===== config.mk =====
export PLATFORM = sky130hd
export DESIGN_NAME = fixed_point_multiplier_seq
export DESIGN_NICKNAME = d
export VERILOG_FILES = /design/src/rtl/fixed_point_multiplier_seq.sv
export SDC_FILE = /design/constraint.sdc
export NUM_CORES = 1
export LEC_CHECK = 0
export CORE_MARGIN = 2
export CORE_UTILIZATION = 63
export DETAILED_ROUTE_END_ITERATION = 12
export GPL_TIMING_DRIVEN = 1
export PLACE_DENSITY = 0.83
export SYNTH_ARGS = -nofsm -noshare
export SYNTH_HDL_FRONTEND = slang
export SYNTH_SLANG_ARGS = --single-unit

===== constraint.sdc =====
create_clock -name clk -period 8.25 [get_ports clk]
set_input_delay 1.2375 -clock clk [delete_from_list [all_inputs] [get_ports clk]]
set_output_delay 1.2375 -clock clk [all_outputs]
set_load 0.05 [all_outputs]

===== src/rtl/fixed_point_multiplier_seq.sv =====
`default_nettype none
// ============================================================================
// Module      : fixed_point_multiplier_seq
// Description : Sequential signed fixed-point (Q(WIDTH-FRAC).FRAC) radix-2
//               shift-add multiplier with start/busy/done handshake.
// Revision    : 1.0 - initial release
// ============================================================================
module fixed_point_multiplier_seq #(
  parameter int WIDTH = 16,
  parameter int FRAC  = 7
) (
  input  logic             clk,
  input  logic             rst,
  input  logic             start,
  input  logic [WIDTH-1:0] input1,
  input  logic [WIDTH-1:0] input2,
  output logic             busy,
  output logic             done,
  output logic [WIDTH-1:0] out,
  output logic             overflow
);

  localparam int c_cnt_w = $clog2(WIDTH + 1);
  localparam logic [c_cnt_w-1:0] c_last_iter = c_cnt_w'(WIDTH - 1);
  localparam logic [2*WIDTH-1:0] c_pos_lim = {{(WIDTH + 1){1'b0}}, {(WIDTH - 1){1'b1}}};
  localparam logic [2*WIDTH-1:0] c_neg_lim = {{WIDTH{1'b0}}, 1'b1, {(WIDTH - 1){1'b0}}};

  typedef enum logic [1:0] {
    S_IDLE   = 2'd0,
    S_RUN    = 2'd1,
    S_FINISH = 2'd2
  } state_t;

  state_t               r_state;
  state_t               w_next;
  logic [2*WIDTH-1:0]   r_mcand;
  logic [WIDTH-1:0]     r_mplier;
  logic [2*WIDTH-1:0]   r_acc;
  logic [c_cnt_w-1:0]   r_cnt;
  logic                 r_sign;

  logic [WIDTH-1:0]     w_abs1;
  logic [WIDTH-1:0]     w_abs2;
  logic [2*WIDTH-1:0]   w_mag;
  logic [WIDTH-1:0]     w_res;
  logic                 w_ovf;

  // Unsigned magnitude: the most negative value maps onto 2^(WIDTH-1).
  assign w_abs1 = input1[WIDTH-1] ? (~input1 + 1'b1) : input1;
  assign w_abs2 = input2[WIDTH-1] ? (~input2 + 1'b1) : input2;

  // Truncating the magnitude before applying the sign rounds toward zero.
  assign w_mag  = r_acc >> FRAC;
  assign w_res  = r_sign ? (~w_mag[WIDTH-1:0] + 1'b1) : w_mag[WIDTH-1:0];
  assign w_ovf  = r_sign ? (w_mag > c_neg_lim) : (w_mag > c_pos_lim);

  always_ff @(posedge clk) begin
    if (rst) r_state <= S_IDLE;
    else     r_state <= w_next;
  end

  always_comb begin
    w_next = r_state;
    case (r_state)
      S_IDLE:   if (start) w_next = S_RUN;
      S_RUN:    if (r_cnt == c_last_iter) w_next = S_FINISH;
      S_FINISH: w_next = S_IDLE;
      default:  w_next = S_IDLE;
    endcase
  end

  always_ff @(posedge clk) begin
    if (rst) begin
      r_mcand  <= '0;
      r_mplier <= '0;
      r_acc    <= '0;
      r_cnt    <= '0;
      r_sign   <= 1'b0;
      busy     <= 1'b0;
      done     <= 1'b0;
      out      <= '0;
      overflow <= 1'b0;
    end else begin
      done <= 1'b0;
      case (r_state)
        S_IDLE: begin
          if (start) begin
            r_mcand  <= {{WIDTH{1'b0}}, w_abs1};
            r_mplier <= w_abs2;
            r_sign   <= input1[WIDTH-1] ^ input2[WIDTH-1];
            r_acc    <= '0;
            r_cnt    <= '0;
            busy     <= 1'b1;
          end
        end
        S_RUN: begin
          if (r_mplier[0]) r_acc <= r_acc + r_mcand;
          r_mcand  <= r_mcand << 1;
          r_mplier <= r_mplier >> 1;
          r_cnt    <= r_cnt + c_cnt_w'(1);
        end
        S_FINISH: begin
          out      <= w_res;
          overflow <= w_ovf;
          done     <= 1'b1;
          busy     <= 1'b0;
        end
        default: ;
      endcase
    end
  end

endmodule
`default_nettype wire


-- After elaboration in Yosys (flattened, before gate mapping)
Cells that the tools add are included.
- input bits: 35
- logic and storage cells: 54
- output and inout bits: 19
- register bits after elaboration: 107
- reductions and logical operators: 8
- equality and inequality tests: 6
- bitwise gates (word level): 4
- add/sub/neg operators: 5
- multiplexer cells: 19
- $lt $le $gt $ge: 2
- operators with widths (cell ; number):
    $pmux 32 s2 ; 2
    $mux 32 ; 3
    $mux 16 ; 4
    $add 16x1->16 const B ; 3
    $not 16->16 ; 3
    $add 32x32->32 ; 1
    $pmux 16 s2 ; 1
    $gt 25x15->1 const B ; 1
    $gt 25x16->1 const B ; 1
    $pmux 5 s2 ; 1
    $reduce_and 2->1 ; 4
    $ne 2x2->1 const B ; 3
    $add 5x1->5 const B ; 1
    $eq 5x4->1 const B ; 1
    $mux 5 ; 1
    $mux 2 ; 2
    $pmux 2 s2 ; 1
    $reduce_bool 2->1 ; 2
    $mux 1 ; 3
    $reduce_and 3->1 ; 1
    $eq 2x1->1 const B ; 1
    $eq 2x2->1 const B ; 1
    $logic_not 2->1 ; 1
    $pmux 1 s2 ; 1
    $xor 1x1->1 ; 1

-- Longest topological paths before layout
- word-level depth: 5
- mapped depth: 12
- mapped depth without buffers: 12

-- Worst setup path after synthesis
Ideal clock, no wire load.
- kind: input-to-reg
- start: input port input1[5]
- end: register r_mcand[12]
- library setup time: 0.070 ns
- data required time: 8.180 ns
- data arrival time: 2.736 ns
- slack: 5.444 ns
- stages: 7
- path through: nor4_1 nand2_1 or4_1 o41ai_1 xnor2_1 nand2_1 a21oi_1
- longest elaborated chain between the ends: 5
- RTL lines (element ; line ; text):
    from (decl) ; 15 ; input logic [WIDTH-1:0] input1,
    $not 16->16 ; 49 ; assign w_abs1 = input1[WIDTH-1] ? (~input1 + 1'b1) : input1;
    $add 16x1->16 ; 49 ;
    $mux 16 ; 49 ;
    $mux 32 ; 87 ; if (start) begin
    $pmux 32 s2 ; 85 ; case (r_state)
    to (signal assigned) ; 88 ; r_mcand <= {{WIDTH{1'b0}}, w_abs1};
    to (signal assigned) ; 98 ; r_mcand <= r_mcand << 1;
    to (decl) ; 36 ; logic [2*WIDTH-1:0] r_mcand;
No other way between the ends. The select of a mux whose other input is x is not followed.
A chain may end at the register's enable or synchronous reset.

-- Final worst setup path
- start: input port start
- end: register r_mplier[6]
- longest elaborated chain between the ends: 2
- RTL lines (element ; line ; text):
    from (decl) ; 14 ; input logic start,
    $ne 2x2->1 (no line) ; -- ;
    $reduce_and 2->1 (no line) ; -- ;
    to (signal assigned) ; 89 ; r_mplier <= w_abs2;
    to (signal assigned) ; 99 ; r_mplier <= r_mplier >> 1;
    to (decl) ; 37 ; logic [WIDTH-1:0] r_mplier;
No other way between the ends.

==> flow_summary.json <==
{
  "ys_warn_count": 0,
  "synth.distinct_cells": 58,
  "hold_start": "r_mcand[16]",
  "p_int_w": 0.000739,
  "stdcell_area_sq_um": 7220,
  "grt_max_degree": 94,
  "cellLeakagePower_nw": 2.68,
  "r2r_start": "r_state[0]",
  "dp_cells": 961,
  "cap_violations": 0,
  "htree_levels": 3,
  "ff2ff_setup_slack_ns": 5.16,
  "dpl-instance-area_sq_um": 7010,
  "synthArstFlopShare_pct": 0,
  "cp-startpoint": "start",
  "synth.largest_area_cell": "dfxtp_1",
  "clkLatencyLatePin_ns": 0.38,
  "nFillCells": 794,
  "io_pins": 54,
  "multi_input_area_sq_um": 4060,
  "sw_frac_of_total_pct": 27.8,
  "seq_area_sq_um": 2140,
  "timing.rr.end": "r_acc[31]",
  "max_freq_mhz": 320,
  "n_antenna_cell": 0,
  "start_util_pct": 65.5,
  "synth_ff_type": "dfxtp_1",
  "tightest_slew_ns": 1.13,
  "pwr-share-seq_pct": 53.4,
  "clk_pin_slew_ns": 0.11,
  "cts_made_buffers": 9,
  "wl_per_cell_microns": 15.4,
  "p_switching_w": 0.000284,
  "synth_edf_count": 0,
  "post-route-period-util_pct": 37.9,
  "syn-cell-area_sq_um": 6430,
  "dp_hpwl_microns": 11000,
  "grt_pass1_vias": 5754,
  "die_y_microns": 105,
  "final.setup.tns_ns": 0,
  "root_buffer": "clkbuf_8",
  "nets": 912,
  "rsz0062_at_grt": "false",
  "reg2reg_depth": 9,
  "netlist_top_cells_count": "dfxtp_1 (107), nand2_1 (92), nor2_1 (83), a21oi_1 (80), clkbuf_1 (44)",
  "synth_nets": 887,
  "avgViaCountPerCell": 6.19,
  "grt_pass1_wl_microns": 25500,
  "cts_tree": "built",
  "dieArea_sq_um": 11000,
  "ir_drop_mv": 0.0996,
  "die_width_microns": 105,
  "netlist_top_cells_area": "dfxtp_1 (33%), ha_1 (7.2%), a21oi_1 (6.2%), nand2_1 (5.4%), xnor2_1 (5.3%)",
  "clk_path_buf_depth": 2,
  "status": "finished clean",
  "crit_path_end_kind": "flop",
  "antenna_found_initial": 0,
  "yosysTopAreaCellShare_pct": 33.3,
  "postCtsSetupBuffers": 0,
  "synth_cells": 814,
  "arrival_ns": 3.44,
  "drtPass1Iterations": 6,
  "final_core_util_pct": 73.5,
  "critPathKind": "input port to flop",
  "period_needed_ns": 3.12,
  "power.share.clock_pct": 33.3,
  "worstHoldPathType": "flop to flop",
  "coreArea_sq_um": 9820,
  "drtAntennaViolNets": 0,
  "powerDensity_nw_per_um2": 142,
  "fin_cells": 977,
  "relSlewSlack_pct": 24.2,
  "drt_iter0_drc": 377,
  "ys_seq_area_share_pct": 33.3,
  "ctsHoldBuffers": 0,
  "clock-sinks": 107,
  "via_count": 6048,
  "ys_ff_latch": 107,
  "power_frac_comb_pct": 13.3,
  "rows": 36,
  "cp_data_required_time_ns": 8.56,
  "grt_usage_pct": 27.7,
  "portBuffers": 53,
  "crit_path_start_kind": "input port",
  "syn_avg_cell_area_sq_um": 7.90,
  "drcViolationCount": 0,
  "wl_microns": 15100,
  "gp_congestion": 0.963,
  "setup_violations": 0,
  "area_growth_pct": 12.3,
  "drive_gt1_share_pct": 3.91,
  "crit_fanout": 33,
  "skew_ns": 0.00944,
  "cp-endpoint": "r_mplier[6]",
  "synth_most_common_cell": "dfxtp_1",
  "hold_violations": 0,
  "post_cts_resized": 0,
  "slew_viol_final": 0,
  "grt_overflow_total": 0
}
-- worst min-delay path by stage --
stage                        endpoint  slack (ns)  cells after the start
after detailed placement  r_mcand[19]        0.47                      2
after floorplan             r_acc[25]        0.44                      2
after global routing        r_acc[28]        0.51                      2
after global placement      r_acc[30]        0.47                      2
final                     r_mcand[17]        0.49                      2
after CTS                 r_mcand[19]        0.49                      2
-- state kept, by name, summed over array words and instances (netlist names) --
| name | cells |
|---|---|
| done | 1 |
| out | 16 |
| r_mplier | 16 |
| r_acc | 32 |
| overflow | 1 |
| r_sign | 1 |
| r_cnt | 5 |
| busy | 1 |
| r_state | 2 |
| r_mcand | 32 |
-- worst max-delay path, cell delays in order --
cell and delay [ns]:
clkdlybuf4s50_1 0.45, nor3b_2 0.18, buf_4 0.24, nor2_1 0.68, buf_4 0.35, a22oi_1 0.10
a21oi_1 0.18
-- power groups by stage --
stage / Clock, W / Combinational, W / Sequential, W
floorplan: 0 / 0.0000937 / 0.000552
global placement: 0 / 0.000131 / 0.000557
detailed placement: 0 / 0.000136 / 0.000557
CTS: 0.000344 / 0.000136 / 0.000546
global route: 0.000366 / 0.000153 / 0.000548
finish: 0.000340 / 0.000137 / 0.000546
-- logic make-up after synthesis --
group / count (synthesis) / share of synthesized area, %
multiplexers: 5 / 0.798
adder cells (fa/ha/maj): 38 / 7.51
AND/OR/NAND/NOR: 283 / 20.5
buffers and inverters: 63 / 3.72
AO/OA/AOI/OAI: 254 / 25.4
flip-flops: 107 / 33.3
XOR/XNOR: 64 / 8.72
-- routing by layer --
| layer | global-route usage (%) | vias up | wire, microns |
|---|---|---|---|
| li1 | - | 3004 | - |
| met4 | 12.3 | 0 | 373 |
| met2 | 47.1 | 206 | 7030 |
| met5 | 0 | - | 0 |
| met3 | 3.37 | 34 | 877 |
| met1 | 35.2 | 2804 | 6800 |
-- through the flow --
step	setup WS, ns	power (W)	hold slack (ns)
6_report	5.13	0.00102	0.486
5_1_grt	4.91	0.00107	0.509
4_1_cts	5.13	0.00103	0.486
3_5_place_dp	4.74	0.000693	0.470
3_3_place_gp	4.83	0.000688	0.465
2_1_floorplan	5.44	0.000646	0.442
-- layout by cell type (no fill, tap or decap), drive strengths merged, types with 3 or more instances in the layout --
master,synthesis,layout
a31oi,10,10
xnor2,39,39
a22o,5,5
nand4b,3,3
ha,37,37
nand3,31,31
nor4,7,7
inv,17,19
a221oi,5,5
o41ai,4,4
o21a,5,5
a22oi,34,34
nor2,83,83
o31ai,12,12
nand3b,5,5
a21oi,80,80
nand4,7,7
clkdlybuf4s50,0,52
o31a,3,3
nor2b,12,12
xor2,25,25
nand2,92,92
a211oi,22,22
or4,5,5
mux2i,4,4
buf,2,8
or3,6,6
dfxtp,107,107
o21ai,44,44
and3,5,5
and2,5,5
clkbuf,44,10
o21bai,4,4
nor3,10,10
a21o,12,12
a21boi,3,3
nand2b,5,5
-- area by class of cell --
type / instances / area share, %
Multi-Input combinational cell: 644 / 56.2
Sequential cell: 107 / 29.7
Timing Repair Buffer: 60 / 8.01
Tap cell: 133 / 2.30
Clock buffer: 10 / 1.91
Clock inverter: 6 / 0.988
Inverter: 17 / 0.884
(Power assumes the default switching activity.)
